$ cat src/rtl/pipeline_hazard_ctrl.sv
// Hazard and sequencing controller for the five-stage pipeline.
// It drives the PC, IF/ID and ID/EX write-enable and flush controls.
// It tracks a fixed-latency multiply/divide unit, and keeps saturating
// stall and flush event counters for performance debug.
//
// state    | meaning
// ---------+-----------------------------------------------------------
// RUN      | MDU idle; mult/div ops may be accepted from ID
// MDU_BUSY | MDU executing; mcnt counts down the remaining busy cycles
module pipeline_hazard_ctrl #(
  parameter int MDU_LAT = 4,
  parameter int CNT_W   = 16
) (
  input  logic             clk,
  input  logic             reset,
  input  logic [4:0]       id_rs,
  input  logic [4:0]       id_rt,
  input  logic             id_uses_rt,
  input  logic             id_jump,
  input  logic             id_mdu_op,
  input  logic             id_hilo_read,
  input  logic             ex_mem_read,
  input  logic [4:0]       ex_rt,
  input  logic             ex_branch_taken,
  output logic             pc_write,
  output logic             ifid_write,
  output logic             ifid_flush,
  output logic             idex_flush,
  output logic             mdu_busy,
  output logic [CNT_W-1:0] stall_cnt,
  output logic [CNT_W-1:0] flush_cnt
);

  typedef enum logic {RUN = 1'b0, MDU_BUSY = 1'b1} state_t;

  state_t     state, state_nxt;
  logic [7:0] mcnt, mcnt_nxt;
  logic       load_use, mdu_hazard, stall;

  // Hazard detection; register $0 never creates a load-use dependency.
  always_comb begin
    load_use   = ex_mem_read && (ex_rt != 5'd0) &&
                 ((ex_rt == id_rs) || (id_uses_rt && (ex_rt == id_rt)));
    mdu_hazard = (state == MDU_BUSY) && (id_mdu_op || id_hilo_read);
    stall      = load_use || mdu_hazard;
  end

  // Pipeline controls. A taken branch outranks a stall because the stalled
  // instruction is on the wrong path. A jump held by a stall is flushed only
  // once the stall clears. Everything is quiet while reset is asserted.
  always_comb begin
    pc_write   = 1'b1;
    ifid_write = 1'b1;
    ifid_flush = 1'b0;
    idex_flush = 1'b0;
    if (!reset) begin
      pc_write   = 1'b0;
      ifid_write = 1'b0;
    end else if (ex_branch_taken) begin
      ifid_flush = 1'b1;
      idex_flush = 1'b1;
    end else if (stall) begin
      pc_write   = 1'b0;
      ifid_write = 1'b0;
      idex_flush = 1'b1;
    end else if (id_jump) begin
      ifid_flush = 1'b1;
    end
  end

  // Next-state logic. An issued MDU op always runs to completion; a later
  // branch does not cancel it.
  always_comb begin
    state_nxt = state;
    mcnt_nxt  = mcnt;
    case (state)
      RUN: begin
        if (id_mdu_op && !ex_branch_taken && !stall) begin
          state_nxt = MDU_BUSY;
          mcnt_nxt  = 8'(MDU_LAT);
        end
      end
      MDU_BUSY: begin
        if (mcnt == 8'd1) begin
          state_nxt = RUN;
          mcnt_nxt  = 8'd0;
        end else begin
          mcnt_nxt = mcnt - 8'd1;
        end
      end
      default: begin
        state_nxt = RUN;
        mcnt_nxt  = 8'd0;
      end
    endcase
  end

  // State register and MDU down-counter; reset aborts any countdown.
  always_ff @(posedge clk or negedge reset) begin
    if (!reset) begin
      state <= RUN;
      mcnt  <= 8'd0;
    end else begin
      state <= state_nxt;
      mcnt  <= mcnt_nxt;
    end
  end

  assign mdu_busy = (state == MDU_BUSY);

  // Saturating event counters; they stick at all-ones instead of wrapping.
  always_ff @(posedge clk or negedge reset) begin
    if (!reset) begin
      stall_cnt <= '0;
      flush_cnt <= '0;
    end else begin
      if (!ifid_write && (stall_cnt != '1)) stall_cnt <= stall_cnt + CNT_W'(1);
      if (ifid_flush && (flush_cnt != '1)) flush_cnt <= flush_cnt + CNT_W'(1);
    end
  end

endmodule

$ cat config.mk
export PLATFORM = sky130hd
export DESIGN_NAME = pipeline_hazard_ctrl
export DESIGN_NICKNAME = d
export VERILOG_FILES = /design/src/rtl/pipeline_hazard_ctrl.sv
export SDC_FILE = /design/constraint.sdc
export NUM_CORES = 1
export LEC_CHECK = 0
export ABC_CLOCK_PERIOD_IN_PS = 2720
export BUFFER_PORTS_ARGS = -buffer_cell sky130_fd_sc_hd__buf_2
export CAP_MARGIN = 20
export CORE_MARGIN = 4
export CORE_UTILIZATION = 50
export DETAILED_ROUTE_END_ITERATION = 8
export PLACE_DENSITY_LB_ADDON = 0.25
export SLEW_MARGIN = 20
export SYNTH_ARGS = -nofsm -noshare
export SYNTH_HDL_FRONTEND = slang
export SYNTH_SLANG_ARGS = --single-unit
$ cat constraint.sdc
create_clock -name clk -period 2.72 [get_ports clk]
set_clock_uncertainty 0.1 [all_clocks]
set_input_delay 0.408 -clock clk [delete_from_list [all_inputs] [get_ports clk]]
set_output_delay 0.408 -clock clk [all_outputs]
set_load 0.01 [all_outputs]
======== Word level (Yosys, flattened, before mapping) ========
Cells that the tools add are included.
operators by class
  add/subtract/negate cells ............... 3
  equality and inequality tests ........... 6
  mux-type cells .......................... 16
  bitwise logic cells ..................... 1
  reduce and logical (&&, ||, !) cells .... 15
operator list
  kind                                                                 number
  16-bit by 1-bit adder with 16-bit output (second input constant)     2
  16-bit inequality test (second input constant)                       2
  8-bit 2-to-1 mux                                                     2
  8-bit one-hot mux with 2 select lines                                1
  1-bit 2-to-1 mux                                                     12
  5-bit == test                                                        2
  8-bit by 1-bit == test with 1-bit output (second input constant)     1
  1-bit logical AND                                                    8
  8-bit by 1-bit subtractor with 8-bit output (second input constant)  1
  5-bit nonzero test                                                   1
  1-bit zero test                                                      3
  1-bit logical OR                                                     3
  2-bit inequality test (second input constant)                        1
  1-bit one-hot mux with 2 select lines                                1
  1-bit inverter                                                       1
word-level totals
  bits in registers ....................... 41
  bits of input ports ..................... 23
  output and inout port bits .............. 37
  logic and storage cells ................. 45

======== Longest topological paths before layout ========
Gate-level depths: netlist (run 1).
  depth after elaboration ................. 10
  gate-level depth with buffers ........... 8
  gate-level depth less buffers ........... 7

======== Least setup slack after synthesis (run 1) ========
OpenSTA, ideal clock, no wires.
  path kind ............................... input -> output
  start ................................... in ex_rt[3]
  end ..................................... out pc_write
  arrival ................................. 1709 ps
  required time ........................... 2212 ps
  slack ................................... 503 ps
  stages on the path ...................... 6
  buffers on the path ..................... 2
  path through ............................ xor2_1 -> nor4_2 -> a32oi_2 -> o31a_4 -> buf_6 -> buf_4
between the ends
  word-level cells in the longest chain between the ends .. 8
  elaborated cells on any way between the ends .. 11
  classes of those cells .................. eq/ne (2); mux (3); reduce/logical (6)
ends and longest elaborated chain
  item                                line  source
  start: declaration                  23    input logic [4:0] ex_rt,
  5-bit == test                       43    ((ex_rt == id_rs) || (id_uses_rt && (ex_rt == id_rt)));
  1-bit logical AND                   43
  1-bit logical OR                    43
  1-bit logical AND (*)               42    load_use = ex_mem_read && (ex_rt != 5'd0) &&
  1-bit logical OR (*)                45    stall = load_use || mdu_hazard;
  1-bit 2-to-1 mux (*) (3 in series)  -
  end: declaration                    25    output logic pc_write,
Every way passes the cells marked *; elsewhere a longest branch is shown, timed or not.

======== Worst setup path in the final report (run 1) ========
  start ................................... in ex_rt[3]
  end ..................................... out ifid_write
between the ends
  word-level cells in the longest chain between the ends .. 8
  elaborated cells on any way between the ends .. 11
  classes of those cells .................. eq/ne (2); mux (3); reduce/logical (6)
ends and longest elaborated chain
  item                   line  source
  5-bit == test          43
  1-bit logical AND      43
  1-bit logical OR       43
  1-bit logical AND (*)  42
  1-bit logical OR (*)   45
  1-bit 2-to-1 mux (*)   62    end else if (stall) begin
  1-bit 2-to-1 mux (*)   59    end else if (ex_branch_taken) begin
  1-bit 2-to-1 mux (*)   56    if (!reset) begin
  end: declaration       26    output logic ifid_write,
Marks and branches as above.

==> results of run 1 <==
-- power by group --
part / leakage [nW] / internal [mW] / total, mW / switching (mW)
combinational: 0.792 / 0.236 / 0.507 / 0.271
sequential: 0.481 / 0.743 / 0.918 / 0.175
clock: 0.0542 / 0.229 / 0.436 / 0.207
-- cell usage in the layout, fill, tap and decap left out, drive strengths merged, types with 4 or more instances in the layout --
master	instances
buf	61
dfrtp	41
xor2	35
nand2	21
nor2	19
nand3	17
nor3	15
inv	8
clkbuf	7
o21ai	7
nand4	6
mux2	5
a21o	4
ha	4
-- final timing paths --
check | endpoint | slack, ps | cells past startpoint
setup / recovery | ifid_write | 370 | 6
hold / removal | mdu_busy | 20 | 2
setup reg to reg | stall_cnt[9] | 510 | 7
hold reg to reg | stall_cnt[11] | 380 | 1
max in group asynchronous | flush_cnt[0] | 2240 | 2
min in group clk | stall_cnt[11] | 380 | 1
-- cell families after synthesis --
logic type / Yosys count / share of synthesized area, %
AND/OR/NAND/NOR: 97 / 23.69
AO/OA/AOI/OAI: 27 / 9.007
buffers and inverters: 12 / 2.511
multiplexers: 7 / 3.330
adder cells (fa/ha/maj): 4 / 2.183
XOR/XNOR: 38 / 14.52
flip-flops: 41 / 44.76
-- through the flow --
step | instances | hold WS (ps)
final | 343 | 21.58
after detailed placement | 335 | 349.8
after global routing | 343 | 56.15
after floorplan | 226 | 12.41
after CTS | 343 | 23.23
after global placement | 335 | 353.4
-- critical path, cell delays in order --
cell and delay (ps):
buf_2 120, xor2_1 160, nor4_2 290, a32oi_2 210, o31a_4 460, buf_2 170
-- metal layers --
layer | global-route usage [%] | vias to the layer above
li1 | - | 920
met1 | 22.58 | 899
met2 | 29.82 | 53
met3 | 4.617 | 9
met4 | 6.796 | 0
met5 | 0 | -
-- flip-flops by register name, summed over array words and instances, names as in the netlist --
register / flops
stall_cnt: 16
mcnt: 8
flush_cnt: 16
mdu_busy: 1
-- final cells by class --
cell class | instances | share of cell area [%]
sequential | 41 | 37.43
clock buffer | 7 | 3.514
clock inverter | 1 | 0.1826
inverter | 8 | 1.095
multi-input combinational | 173 | 44.09
tap | 52 | 2.373
timing repair buffer | 61 | 11.32
==> results.md, run 1 <==
- Worst-path clk slew: 80 ps
- Wirelength per Cell: 14.56 um
- GRT Overall Usage: 17.97%
- Startpoint Class: primary input
- Core ar.: 0.004384 mm2
- Synth Instances: 226
- Max-cap violations: 0
- Synth Area per Inst: 10.14 um2
- Required @ worst endpoint: 2210 ps
- Met1 Wirelength: 2.197 mm
- Static Leak: 1.327 nW
- Crit path DAT: 1840 ps
- Drt first pass iters: 4
- Seq/Total Area, Yosys: 44.76%
- Kind of critical path: primary input to output port
- Async SR Flop Fraction: 100.0%
- Area of placed instances: 0.002640 mm2
- Setup_tns: 0 ps
- Slew headroom: 52.92%
- Area share of the largest cell type after synthesis: 44.76%
- Total power: 1.862 mW
- Area delta synth->final: 19.60%
- Hold crit path type: primary input to async pin
- Final min period: 2349 ps
- Cell area after layout: 0.002741 mm2
- Drt via density: 5.484
- Overflow after GRT: 0
- CTS tree: done
- Synthesized cell area: 0.002292 mm2
- Worst-margin pin slew: 706.1 ps
- Final setup vio count: 0
- Share of cells above drive strength 1: 30.93%
- Wire length on met2: 2.370 mm
- Routed wl met3: 336 um
- Final hold vios: 0
- Syn nets: 253
- Fin nets: 317
- First-pass GRT wire length: 7.845 mm
- Yosys warnings: 0
- Root Driver: clkbuf_8
- Die area: 0.005732 mm2
- Hold Buf Count CTS: 0
- Pwr/cell area: 679.0 mW/mm2
- Post-synth EDFFs: 0
- Main synth FF type: dfrtp_1
- Largest net degree at the start of global routing: 24
- Multi-input logic area: 0.001209 mm2
- Clk buf depth: 2
- Top Metal Used: met4
- Drt total wl: 4.993 mm
- Initial antenna violation count: 0
- Total number of vias: 1881
- Status: completed
- Place WS: 288.0 ps
- Most common cell in the netlist: dfrtp_1
- Num CTS Buffers: 5
- Peak supply drop: 0.4828 mV
- Vias in the first global route: 1770
- IO Port Bufs: 59
- Final period utilization: 86.37%
- R2r startpoint: stall_cnt[0]
- Cts repair resizes: 0
- Die X: 75.71 um
- Antenna Cells: 0
- Crit. End Element: output port
- Synth top cells by count: dfrtp_1, xor2_1, nand2_1
- Depth of the CTS H-tree: 2
- Worst skew pair latency: 300 ps
- Die height: 75.71 um
- Unrepaired setup endpoints after global routing: false
- Starting Density: 52.28%
- Fmax: 0.4257 GHz
- Synthesized flop and latch total: 41
- Antenna-violating nets left: 0
- Count of different cell masters after synthesis: 46
- Final worst slack: 370.7 ps
- Placement row count: 24
- CP max FO: 17
- Initial DRC Count: 88
- Final Max Slew Viols: 0
- Sequential cell area: 0.001026 mm2
- # DRC: 0
- Placer Congestion: 0.8981
- HPWL after detailed placement: 3.645 mm
- Share of the core filled with cells: 62.53%
- # clock sinks: 41
- Top cells by area, synth: dfrtp_1, xor2_1, nand3_1, nand2_1, nor2_1
- Critical Path Source: ex_rt[3]
- IO Pins: 60
- Area leader, netlist: dfrtp_1
- Filler instances: 391
- Post-CTS setup buffer count: 0
Note: power is estimated with default switching activity, not from simulation.
==> run 2: changes to the inputs <==
- CELL_PAD_IN_SITES_DETAIL_PLACEMENT: not set -> 1
- CELL_PAD_IN_SITES_GLOBAL_PLACEMENT: not set -> 2
- CORE_MARGIN: 4 -> 10
- CORE_UTILIZATION: 50 -> 32
==> results.md, run 2 (same netlist as run 1, synthesis figures left out) <==
- Crit. End Element: output port
- Most frequent cells in the layout: buf_2, dfrtp_1, xor2_1
- Starting Density: 33.37%
- Num CTS Buffers: 5
- Largest net degree at the start of global routing: 40
- Sequential cell area: 0.001026 mm2
- Drt total wl: 5.984 mm
- CP max FO: 17
- Initial DRC Count: 44
- Multi-input logic area: 0.001209 mm2
- Largest regs: flush_cnt: 16 flops, stall_cnt: 16 flops, mcnt: 8 flops
- First-pass GRT wire length: 10.70 mm
- Fmax: 0.4175 GHz
- Most used cell, CP: buf_2
- P_int: 1.279 mW
- Seq pwr share: 47.2%
- Worst-margin pin slew: 512.0 ps
- Unrepaired setup endpoints after global routing: false
- Die area: 0.01095 mm2
- IO Pins: 60
- Area delta synth->final: 23.09%
- Clk buf depth: 2
- Share of cells above drive strength 1: 30.48%
- Final Max Slew Viols: 0
- Hold crit path type: primary input to async pin
- Placement row count: 30
- Vias in the first global route: 2065
- Area of placed instances: 0.002695 mm2
- Die X: 104.6 um
- Drt first pass iters: 4
- Filler instances: 813
- Critical-path cell list: buf_2 > xor2_1 > nor4_2 > a32oi_2 > o31a_4 > buf_2
- Pwr/cell area: 690.4 mW/mm2
- Root Driver: clkbuf_8
- IO Port Bufs: 59
- GRT Overall Usage: 11.49%
- Switch Pwr: 0.6688 mW
- Final setup vio count: 0
- Die height: 104.6 um
- HPWL after detailed placement: 4.614 mm
- Worst skew pair latency: 290 ps
- Cell area after layout: 0.002821 mm2
- Core ar.: 0.006869 mm2
- # clock sinks: 41
- Combinational share of power: 26.5%
- Kind of critical path: primary input to output port
- Final worst slack: 325.1 ps
- Peak supply drop: 0.3215 mV
- Placer Congestion: 0.7697
- Status: completed
- Fin nets: 318
- Crit path max-delay cell type: o31a_4
- Final hold vios: 0
- Worst-path clk slew: 80 ps
- Sw frac: 34.33%
- Antenna Cells: 0
- CTS tree: done
- Post-CTS setup buffer count: 0
- Wirelength per Cell: 15.42 um
- Final period utilization: 88.05%
- Place WS: 299.3 ps
- Slew headroom: 65.87%
- Commonest non-fill, non-tap cell in the layout: buf_2
- Startpoint Class: primary input
- Worst path max stage delay: 470 ps
- Static Leak: 1.335 nW
- Setup_tns: 0 ps
- Total number of vias: 1899
- Cts repair resizes: 0
- Overflow after GRT: 0
- Share of the core filled with cells: 41.07%
- Depth of the CTS H-tree: 2
- Drt via density: 4.894
- Initial antenna violation count: 0
- # DRC: 0
- Crit path DAT: 1890 ps
- Antenna-violating nets left: 0
- Required @ worst endpoint: 2210 ps
- Max-cap violations: 0
- Final min period: 2395 ps
- Clock share of power: 26.3%
run 2: changes by cell type in the layout (fill, tap and decap cells not counted), sizes merged:
cell / change
dlygate4sd3: +1
clkinv: -1
bufinv: +1
run 2: routing by layer:
metal	global-route usage, %	share of wire, %	wire [um]
met1	15.01	48	2854
met2	17.68	45	2663
met3	3.870	6.3	379
met4	3.137	1.5	87
met5	0	0	0
run 2: power by group through the flow:
stage	combinational (mW)	sequential, mW	clock (mW)
final	0.515	0.920	0.512
after global routing	0.591	0.956	0.565
after CTS	0.535	0.924	0.541
after detailed placement	0.533	0.933	0
after global placement	0.519	0.936	0
after floorplan	0.235	0.961	0
run 2: layout make-up:
type                    count  area share (%)
clock buffers               7           3.060
clock inverters             1           1.064
inverters                   8           1.064
multi-input cells         173           42.84
flip-flops and latches     41           36.36
well taps                  96           4.257
repair buffers             62           11.35
run 2: timing repair:
item,CTS,global route
hold endpoints to repair,2,0
hold buffers,1,0
setup endpoints to repair,0,0
run 2: worst max-delay path: cells and delay by family:
kind | cells | cell delay, ps
AOI/OAI and AO/OA | 2 | 700
and+or+nand+nor | 1 | 310
buffers and inverters | 2 | 300
xor gates and xnor gates | 1 | 170
run 2: final timing paths:
check	depth (start not counted)	to	start	slack, ps
setup / recovery	6	pc_write	ex_rt[3]	330
hold / removal	2	mdu_busy	reset	380
setup reg to reg	6	stall_cnt[1]	stall_cnt[0]	570
hold reg to reg	1	stall_cnt[9]	stall_cnt[9]	380
max in group asynchronous	3	stall_cnt[1]	reset	1380
min in group clk	1	stall_cnt[9]	stall_cnt[9]	380
run 2: metrics by stage:
step | total power [mW] | instances | hold WS (ps)
3_5_place_dp | 1.466 | 379 | 161.9
2_1_floorplan | 1.196 | 226 | 12.41
3_3_place_gp | 1.455 | 379 | 157.8
5_1_grt | 2.113 | 388 | 395.5
6_report | 1.948 | 388 | 381.0
4_1_cts | 2.000 | 388 | 366.3
